--- config.mk ---
export PLATFORM = sky130hd
export DESIGN_NAME = adder_sum_decoder
export DESIGN_NICKNAME = d
export VERILOG_FILES = /design/src/rtl/adder_sum_decoder.sv
export SDC_FILE = /design/constraint.sdc
export NUM_CORES = 1
export LEC_CHECK = 0
export CORE_MARGIN = 2
export CORE_UTILIZATION = 55
export DETAILED_ROUTE_END_ITERATION = 8
export PLACE_DENSITY = 0.88
export SKIP_LAST_GASP = 1
export SLEW_MARGIN = 10
export SYNTH_ARGS = -nofsm -noshare
export SYNTH_HDL_FRONTEND = slang
export SYNTH_SLANG_ARGS = --single-unit
--- constraint.sdc ---
create_clock -name clk -period 2.3 [get_ports clk]
set_clock_uncertainty 0.15 [all_clocks]
set_input_delay 0.345 -clock clk [delete_from_list [all_inputs] [get_ports clk]]
set_output_delay 0.345 -clock clk [all_outputs]
set_load 0.05 [all_outputs]
--- src/rtl/adder_sum_decoder.sv ---
// Bit-serial operand recovery: given z = a + b, computes b = z - a one bit per
// clock (LSB first) behind valid/ready handshakes, flagging out-of-range results.
module adder_sum_decoder #(
  parameter int WIDTH = 4
) (
  input  logic             clk,
  input  logic             rst_n,
  input  logic             in_valid,
  output logic             in_ready,
  input  logic [WIDTH:0]   z_in,
  input  logic [WIDTH-1:0] a_in,
  output logic             out_valid,
  input  logic             out_ready,
  output logic [WIDTH-1:0] b_out,
  output logic             err
);

  localparam int CW = $clog2(WIDTH + 1);

  typedef enum logic [1:0] {IDLE, SHIFT, DONE} state_t;

  state_t           state_q;
  logic [WIDTH:0]   z_q;
  logic [WIDTH:0]   a_q;
  logic [WIDTH:0]   diff_q;
  logic [WIDTH:0]   diff_d;
  logic             borrow_q;
  logic             borrow_d;
  logic             d_bit;
  logic [CW-1:0]    cnt_q;
  logic             out_valid_q;
  logic [WIDTH-1:0] b_q;
  logic             err_q;

  // One full-subtractor slice; the difference bit enters at the top so the
  // first (LSB) bit ends at bit 0 after WIDTH+1 shifts.
  always_comb begin
    d_bit    = z_q[0] ^ a_q[0] ^ borrow_q;
    borrow_d = (~z_q[0] & a_q[0]) | (~(z_q[0] ^ a_q[0]) & borrow_q);
    diff_d   = {d_bit, diff_q[WIDTH:1]};
  end

  always_ff @(posedge clk or negedge rst_n) begin
    if (!rst_n) begin
      state_q     <= IDLE;
      z_q         <= '0;
      a_q         <= '0;
      diff_q      <= '0;
      borrow_q    <= 1'b0;
      cnt_q       <= '0;
      out_valid_q <= 1'b0;
      b_q         <= '0;
      err_q       <= 1'b0;
    end else begin
      case (state_q)
        IDLE: begin
          if (in_valid) begin
            z_q      <= z_in;
            a_q      <= {1'b0, a_in};
            borrow_q <= 1'b0;
            cnt_q    <= '0;
            state_q  <= SHIFT;
          end
        end
        SHIFT: begin
          diff_q   <= diff_d;
          borrow_q <= borrow_d;
          z_q      <= {1'b0, z_q[WIDTH:1]};
          a_q      <= {1'b0, a_q[WIDTH:1]};
          cnt_q    <= cnt_q + 1'b1;
          if (cnt_q == CW'(WIDTH)) begin
            // A leftover borrow means z < a; a set top bit means z - a >= 2^WIDTH.
            b_q         <= diff_d[WIDTH-1:0];
            err_q       <= diff_d[WIDTH] | borrow_d;
            out_valid_q <= 1'b1;
            state_q     <= DONE;
          end
        end
        DONE: begin
          if (out_ready) begin
            out_valid_q <= 1'b0;
            state_q     <= IDLE;
          end
        end
        default: state_q <= IDLE;
      endcase
    end
  end

  assign in_ready  = (state_q == IDLE);
  assign out_valid = out_valid_q;
  assign b_out     = b_q;
  assign err       = err_q;

endmodule

==> results.yml <==
sta:
  finalHoldViolCount: 0
  setup_viol: 0
  tightest_slew_ns: 0.591
  grt_setup_unrepaired: "false"
  clock.fmax_ghz: 0.504
  drv_slew: 0
  period_needed_ns: 1.98
  maxSlewHeadroom_pct: 60.5
  fin_crit_sh_pct: 86.3
  totalNegativeSetupSlack_ns: 0
  worst_slack_ns: 0.315
routing:
  wl_met1_um: 902
  highest_layer: "met4"
  route.met3.wl_um: 73
  vias: 837
  viasPerCell: 5.51
  antenna_left: 0
  route.detailed.drc: 0
  dr.pass1.iters: 4
  first_iter_violations: 18
  wl_met2_mm: 1.21
  wirelength_mm: 2.21
  wl_per_cell_um: 14.5
worst_setup_path:
  crit_fanout: 2
  slowest_stage: "clkdlybuf4s50_1"
  worstPathArrival_ns: 1.49
  ff2ff_setup_slack_ns: 0.55
  cp_num_cells: 1
  crit_path_max_incr_delay_ns: 0.80
  regToRegEndpoint: "a_q[0]$_DFFE_PN0P_"
  critPathLaunchType: "flip-flop"
  reg2reg_depth: 3
  end_kind: "primary output"
  critPathBufInv: 1
  crit_start: "b_out[2]$_DFFE_PN0P_"
  cp_top_family: "buffers and inverters"
  reg2reg_from: "state_q[0]$_DFFE_PN0P_"
  required_ns: 1.80
  path_cells: "clkdlybuf4s50_1"
  path_class: "flip-flop to primary output"
  endpoint: "b_out[2]"
finish:
  synthToLayoutAreaGrowth_pct: 19.8
  final_nets: 142
  final_common_cell: "dfrtp_1"
  drive_above_1_share_pct: 12.8
  layout_common_cells: "25 x dfrtp_1, 20 x nand2_1, 18 x clkdlybuf4s50_1, 10 x o21ai_0, 6 x inv_1"
  antenna_cells: 0
  nFillCells: 165
  final_util_pct: 70.3
clock_network:
  h-tree-depth: 1
  post_cts_resized: 0
  clockRootBuffer: "clkbuf_4"
  clk_pin_slew_ns: 0.14
  cts_sinks: 25
  cts_made_buffers: 3
  cts_setup_buffers: 0
  cts_hold_buf: 0
  clockBufferDepth: 2
  clk_latency_ns: 0.32
  cts_tree: "yes"
grt:
  grt_pass1_vias: 877
  grt_use_total_pct: 21.5
  grt_max_degree: 26
  antenna_found_initial: 0
  grt.overflow.total: 0
  grt_pass1_wl_mm: 3.97
synthesis:
  synth_cell_type_count: 29
  synthFlopType: "dfrtp_1"
  synth_edf_count: 0
  netlist_area_um2: 1150
  ys_async_sr_fraction_pct: 100
  syn_avg_cell_area_um2: 10.9
  ys_seq_elements: 25
  syn_nets: 122
  syn_inst: 106
  yosysSeqAreaShare_pct: 54.3
  yosysWarnings: 0
pwr:
  p_switching_mw: 0.816
  p_comb_share_pct: 46.9
  p_int_mw: 1.09
  p_per_area_nw_per_um2: 1380
  swShare_pct: 42.8
  p_clk_share_pct: 10.2
  peakVddDrop_v: 0.000769
  power_leakage_nw: 0.619
  p_seq_share_pct: 42.9
place:
  io_buffer_count: 19
  dpl.hpwl_mm: 1.66
  place_ws_ns: 0.426
  place.gp.congestion: 0.874
flow_run:
  max_cap_violations: 0
floorplan:
  io_pins: 20
  die_y_um: 49.8
  die_w_um: 49.8
  core-area_um2: 1960
  die_area_um2: 2480
  num_rows: 16
  initial_core_util_pct: 58.7
hold_path:
  hold_path.class: "input pin to asynchronous set/reset pin"
status:
  run_status: "complete, no violations"
## worst min-delay path by stage
stage | cells past startpoint | end
2_1_floorplan | 0 | a_q[0]$_DFFE_PN0P_
3_3_place_gp | 2 | diff_q[1]$_DFFE_PN0P_
3_5_place_dp | 2 | diff_q[1]$_DFFE_PN0P_
4_1_cts | 2 | err$_DFFE_PN0P_
5_1_grt | 2 | b_out[2]$_DFFE_PN0P_
6_report | 2 | diff_q[2]$_DFFE_PN0P_
## logic make-up after synthesis
family / count (synthesis) / share of synthesized area (%)
multiplexers: 4 / 3.91
adder cells (fa/ha/maj): 3 / 3.91
buffers and inverters: 11 / 4.45
AO/OA/AOI/OAI: 23 / 14.7
AND/OR/NAND/NOR: 40 / 18.8
flip-flops: 25 / 54.3
## sequential cells by signal, indices dropped and copies added, names as in the netlist
| register | cells |
|---|---|
| err | 1 |
| b_out | 4 |
| z_q | 5 |
| state_q | 2 |
| cnt_q | 3 |
| out_valid | 1 |
| borrow_q | 1 |
| diff_q | 4 |
| a_q | 4 |
## power by group through the flow
stage / sequential, mW / clock (mW) / combinational (mW)
after floorplan: 0.904 / 0 / 0.580
after global placement: 0.814 / 0 / 0.860
after detailed placement: 0.826 / 0 / 0.910
after CTS: 0.819 / 0.196 / 0.906
after global routing: 0.853 / 0.215 / 0.993
final: 0.818 / 0.194 / 0.894
## metrics by stage
| stage | hold slack, ns | total power [mW] | instance area (um^2) | std cells |
|---|---|---|---|---|
| floorplan | -0.101 | 1.48 | 1150 | 106 |
| global placement | 0.306 | 1.67 | 1350 | 148 |
| detailed placement | 0.316 | 1.74 | 1350 | 148 |
| CTS | 0.238 | 1.92 | 1380 | 152 |
| global route | 0.234 | 2.06 | 1380 | 152 |
| finish | 0.217 | 1.91 | 1380 | 152 |
## cell type report
type | count | area (um^2) | area share [%]
Timing Repair Buffer | 20 | 195 | 14.1
Multi-Input combinational cell | 70 | 475 | 34.5
Sequential cell | 25 | 626 | 45.3
Inverter | 6 | 22.5 | 1.63
Tap cell | 27 | 33.8 | 2.45
Clock buffer | 3 | 22.5 | 1.63
Clock inverter | 1 | 5.00 | 0.363
## synthesized netlist by cell type, types with 2 or more instances
master     count  area, um^2
o21ai_0       10        50.1
mux2_2         4        45.0
nor2_1         2        7.51
inv_1          6        22.5
buf_4          2        15.0
a2bb2oi_1      2        17.5
dfrtp_1       25         626
nand2b_1       3        18.8
ha_1           2        25.0
nand3b_1       5        37.5
a22oi_1        2        15.0
nand3_1        2        10.0
o22a_1         2        17.5
nand2_1       20        75.1
nor2b_1        4        25.0
o221a_2        2        22.5
## layer usage
metal  track usage (%)  vias up
li1                  -      400
met1              26.2      413
met2              37.6       22
met3              3.33        2
met4              9.26        0
met5                 0        -
Power figures use the tool's default switching activity.
